==> config.mk <==
export PLATFORM = sky130hd
export DESIGN_NAME = bus_arbiter
export DESIGN_NICKNAME = d
export VERILOG_FILES = /design/src/rtl/bus_arbiter.sv
export SDC_FILE = /design/constraint.sdc
export NUM_CORES = 1
export LEC_CHECK = 0
export CAP_MARGIN = 20
export CORE_ASPECT_RATIO = 1.25
export CORE_UTILIZATION = 59
export CTS_BUF_LIST = sky130_fd_sc_hd__clkbuf_2
export DETAILED_ROUTE_END_ITERATION = 8
export HOLD_SLACK_MARGIN = 0.02
export PLACE_DENSITY = 0.87
export SLEW_MARGIN = 25
export SYNTH_ARGS = -nofsm -noshare
export SYNTH_HDL_FRONTEND = slang
export SYNTH_SLANG_ARGS = --single-unit
export TNS_END_PERCENT = 10
==> constraint.sdc <==
create_clock -name CLK -period 4.75 [get_ports CLK]
set_input_delay 0.95 -clock CLK [delete_from_list [all_inputs] [get_ports CLK]]
set_output_delay 0.95 -clock CLK [all_outputs]
set_load 0.02 [all_outputs]
==> src/rtl/bus_arbiter.sv <==
// Shared memory-bus arbiter between the CPU and the DMA engine.
// DMA has fixed priority but never preempts a CPU access and must leave a CPU slot between bursts.
module bus_arbiter #(
    parameter int CPU_SLOT = 2,
    parameter int MAX_HOLD = 64,
    parameter int CNT_W    = 16
) (
    input  logic             CLK,
    input  logic             reset_n,
    input  logic             dma_br,
    input  logic             cpu_req,
    input  logic             cpu_mem_busy,
    output logic             bg,
    output logic             mem_sel,
    output logic             cpu_stall,
    output logic             timeout_err,
    output logic [CNT_W-1:0] grant_count
);

    localparam int CD_W   = $clog2(CPU_SLOT + 2);
    localparam int HOLD_W = $clog2(MAX_HOLD + 2);
    localparam logic [CD_W-1:0]   SLOT_INIT  = CD_W'(CPU_SLOT);
    localparam logic [HOLD_W-1:0] HOLD_LIMIT = HOLD_W'(MAX_HOLD);

    typedef enum logic [1:0] {
        CPU_OWN  = 2'd0,
        WAIT_CPU = 2'd1,
        DMA_OWN  = 2'd2,
        RELEASE  = 2'd3
    } state_e;

    state_e            state_q, state_d;
    logic [CD_W-1:0]   cooldown_q, cooldown_d;
    logic [HOLD_W-1:0] hold_q, hold_d;
    logic [CNT_W-1:0]  grant_count_q, grant_count_d;
    logic              bg_q, bg_d;
    logic              mem_sel_q, mem_sel_d;
    logic              cpu_stall_q, cpu_stall_d;
    logic              timeout_q, timeout_d;
    logic              slot_free;

    always_comb begin
        state_d       = state_q;
        cooldown_d    = cooldown_q;
        hold_d        = hold_q;
        grant_count_d = grant_count_q;
        timeout_d     = timeout_q;
        // An idle CPU waives its remaining slot so the DMA is never delayed for nothing.
        slot_free     = (cooldown_q == '0) || !cpu_req;

        case (state_q)
            CPU_OWN: begin
                if (cooldown_q != '0) begin
                    cooldown_d = cpu_req ? (cooldown_q - CD_W'(1)) : '0;
                end
                if (dma_br && slot_free) begin
                    cooldown_d = '0;
                    state_d    = cpu_mem_busy ? WAIT_CPU : DMA_OWN;
                end
            end
            WAIT_CPU: begin
                if (!dma_br) begin
                    state_d = CPU_OWN;
                end else if (!cpu_mem_busy) begin
                    state_d = DMA_OWN;
                end
            end
            DMA_OWN: begin
                if (!dma_br) begin
                    state_d = RELEASE;
                end else if (hold_q != HOLD_LIMIT) begin
                    hold_d = hold_q + HOLD_W'(1);
                end
            end
            RELEASE: begin
                state_d    = CPU_OWN;
                cooldown_d = SLOT_INIT;
            end
            default: state_d = CPU_OWN;
        endcase

        if ((state_d == DMA_OWN) && (state_q != DMA_OWN)) begin
            grant_count_d = grant_count_q + CNT_W'(1);
            hold_d        = '0;
        end
        if (hold_d == HOLD_LIMIT) begin
            timeout_d = 1'b1;
        end

        // Outputs come straight from flops loaded with next-state decode, so bg cannot glitch.
        bg_d        = (state_d == DMA_OWN);
        mem_sel_d   = (state_d == DMA_OWN) || (state_d == RELEASE);
        cpu_stall_d = cpu_req && mem_sel_d;
    end

    always_ff @(posedge CLK or negedge reset_n) begin
        if (!reset_n) begin
            state_q       <= CPU_OWN;
            cooldown_q    <= '0;
            hold_q        <= '0;
            grant_count_q <= '0;
            bg_q          <= 1'b0;
            mem_sel_q     <= 1'b0;
            cpu_stall_q   <= 1'b0;
            timeout_q     <= 1'b0;
        end else begin
            state_q       <= state_d;
            cooldown_q    <= cooldown_d;
            hold_q        <= hold_d;
            grant_count_q <= grant_count_d;
            bg_q          <= bg_d;
            mem_sel_q     <= mem_sel_d;
            cpu_stall_q   <= cpu_stall_d;
            timeout_q     <= timeout_d;
        end
    end

    assign bg          = bg_q;
    assign mem_sel     = mem_sel_q;
    assign cpu_stall   = cpu_stall_q;
    assign timeout_err = timeout_q;
    assign grant_count = grant_count_q;

endmodule

==> metrics.txt <==
outcome=finished, final reports clean; CP Capture Type=output port; GRT Util Overall=27.3%; layout cell share with drive strength beyond 1=8.20%; Lkg Pwr=0.854 nW; Rel. slew slack=71.9%; Via Count=1290; Synth Warn #=0; cts bufs inserted=5; number of antenna violations at the first check in global routing=0; setup TNS=0 ns; GP Congestion=0.804; CTS hold repair buffers=0; WP data arrival=1.66 ns; slew at the pin closest to its max-slew limit=0.421 ns; Die ar.=2870 µm²; global route overflow=0; top_reg_cell synth=dfrtp_1; post-route ant nets=0; clk buf depth=2; synthesized area=1570 µm²; clock latency on the worst-skew pair=0.35 ns; Max Freq=383 MHz; CP Buf/Inv Count=1; Post-Syn Instances=154; crit path launch type=flip-flop; HP Class=flip-flop to flip-flop; CP Cell Sequence=clkdlybuf4s50_1; crit share post-route=54.9%; core area=2480 µm²; # rows=20; ant diodes=0; Routed WL=3380 µm; Slowest cell on crit path=clkdlybuf4s50_1; largest net degree at the start of global routing=23; number of synthesized register bits=30; max incr delay on CP=0.69 ns; post-synth net total=163; Nets=191; RSZ-0062 raised after global routing=no; CTS tree=yes; design area=1870 µm²; Synth async-reset ratio=100%; max-slew violation count=0; IO Count=25; Max FO, Critical Path=13; largest family of logic cells by synthesized area=simple AND/OR/NAND/NOR gates; Filler Cell Count=177; DP HPWL=2490 µm; number of synthesized flops with an enable pin=0; final setup violating endpoints=0; final hold viol count=0; first-pass iteration count of the detailed router=4; Multi-input gate area=757 µm²; Syn Area/Cell=10.2 µm²; I/O Buffers=24; MaxCap Viol Count=0; Die Wd=48.1 µm; peak supply drop=0.000322 V; H-Tree Depth=2; synth unique cells=44; CTS resizes=0; register area share after synthesis=47.9%; instance area at placement=1830 µm²; clock root cell=clkbuf_2; vias in the first global route=1162; DRC=0; die height=59.6 µm; Post-Synth Adder-Cell Area=3.19%; min Tclk post-route=2.61 ns; Syn-to-layout area delta=19.6%; drt initial violations=40; power density over the cells=426 nW/µm²; clock sinks=30; dpl cells=208; final hold slack=0.480 ns; first-pass GRT wire length=5350 µm; clock transition at the registers of the reported paths=0.15 ns; fraction of the mapped netlist area in compound gates=10.5%; Worst Skew=0.0112 ns; mux share of post-synthesis cell area=0.639%; post-synthesis simple-gate area fraction=24.4%; crit-path leading delay family=buffers and inverters; post-synthesis xor/xnor area fraction=9.50%; vias per inst=5.97; routed len/inst=15.6 µm; Initial Util=63.2%; Crit path required time=3.80 ns; Post CTS Setup Buffer Count=0; crit path kind=flip-flop to output port; register area=751 µm²; count of non-filler cells in the finished layout=216; Core Util, Final=75.6%
## synth_stat cells, types with 2 or more instances
cell / number / share of area, %
dfrtp_1: 30 / 48
nand2_1: 14 / 3.4
inv_1: 10 / 2.4
xor2_1: 9 / 5.0
xnor2_1: 8 / 4.5
nor2_1: 7 / 1.7
a21oi_1: 6 / 1.9
nand3_1: 6 / 1.9
o21ai_0: 6 / 1.9
ha_1: 4 / 3.2
nand4_1: 4 / 1.6
nor3_1: 4 / 1.3
nand4b_1: 3 / 1.7
nor4_2: 3 / 2.4
or3_1: 3 / 1.2
and2_1: 2 / 0.80
and3_1: 2 / 0.80
buf_2: 2 / 0.64
nand2b_1: 2 / 0.80
nand3b_1: 2 / 0.96
nor2b_1: 2 / 0.80
o21a_1: 2 / 0.96
o22ai_1: 2 / 0.80
## cell families (layout without fill, tap and decap cells)
logic type               after synthesis  count (layout)
AND/OR/NAND/NOR                       63              63
flip-flops                            30              30
AO/OA/AOI/OAI                         25              25
XOR/XNOR                              17              17
buffers and inverters                 14              43
adder cells (fa/ha/maj)                4               4
multiplexers                           1               1
## cells in the final DEF, fill, tap and decap left out, types with 2 or more instances in the layout
master,count
o21a_1,2
clkbuf_2,6
nand2_1,14
nor2_1,7
nand3_1,6
xor2_1,9
xnor2_1,8
nor4_2,3
nand2b_1,2
o22ai_1,2
dfrtp_1,30
nand4b_1,3
inv_1,10
o21ai_0,6
a21oi_1,6
nor2b_1,2
nand3b_1,2
ha_1,4
and3_1,2
nor3_1,4
or3_1,3
and2_1,2
nand4_1,4
clkdlybuf4s50_1,24
## power by group
group | total [mW] | internal [mW] | switching (mW)
Clock | 0.123 | 0.0363 | 0.0863
Combinational | 0.294 | 0.140 | 0.154
Sequential | 0.381 | 0.303 | 0.0781
## through the flow
step                      power [mW]  worst slack, ns
after floorplan                0.567             2.60
after global placement         0.657             1.99
after detailed placement       0.675             1.81
after CTS                      0.793             2.15
after global routing           0.844             2.07
final                          0.797             2.14
## cell type report
class / count / share of cell area [%]
well taps: 33 / 2.20
clock buffers: 6 / 1.60
multi-input cells: 110 / 40.4
flip-flops and latches: 30 / 40.1
clock inverters: 2 / 0.468
inverters: 10 / 2.00
repair buffers: 25 / 13.2
## registers in the layout, indices dropped and copies added (netlist names)
register     cells
grant_count     16
hold_q           7
cooldown_q       2
bg               1
cpu_stall        1
mem_sel          1
state_q          1
timeout_err      1
## metal layers
metal | share of wire [%] | global-route usage, % | wire, µm
met3 | 5.0 | 5.79 | 170
met2 | 52 | 44.0 | 1770
met4 | 0.89 | 10.7 | 30
met5 | 0 | 0 | 0
met1 | 42 | 34.9 | 1410
## path summary, 6_finish.rpt
| kind | startpoint | end | slack [ns] | cells after the start |
|---|---|---|---|---|
| max | mem_sel$_DFF_PN0_ | mem_sel | 2.14 | 1 |
| min | grant_count[15]$_DFFE_PN0N_ | grant_count[15]$_DFFE_PN0N_ | 0.48 | 1 |
| max reg2reg | cooldown_q[0]$_DFFE_PN0P_ | timeout_err$_DFFE_PN0N_ | 2.80 | 6 |
| min reg2reg | grant_count[15]$_DFFE_PN0N_ | grant_count[15]$_DFFE_PN0N_ | 0.48 | 1 |
| max in group asynchronous | reset_n | cooldown_q[0]$_DFFE_PN0P_ | 3.25 | 2 |
| min in group asynchronous | reset_n | hold_q[1]$_DFF_PN0_ | 0.87 | 1 |
Power figures use the tool's default switching activity.
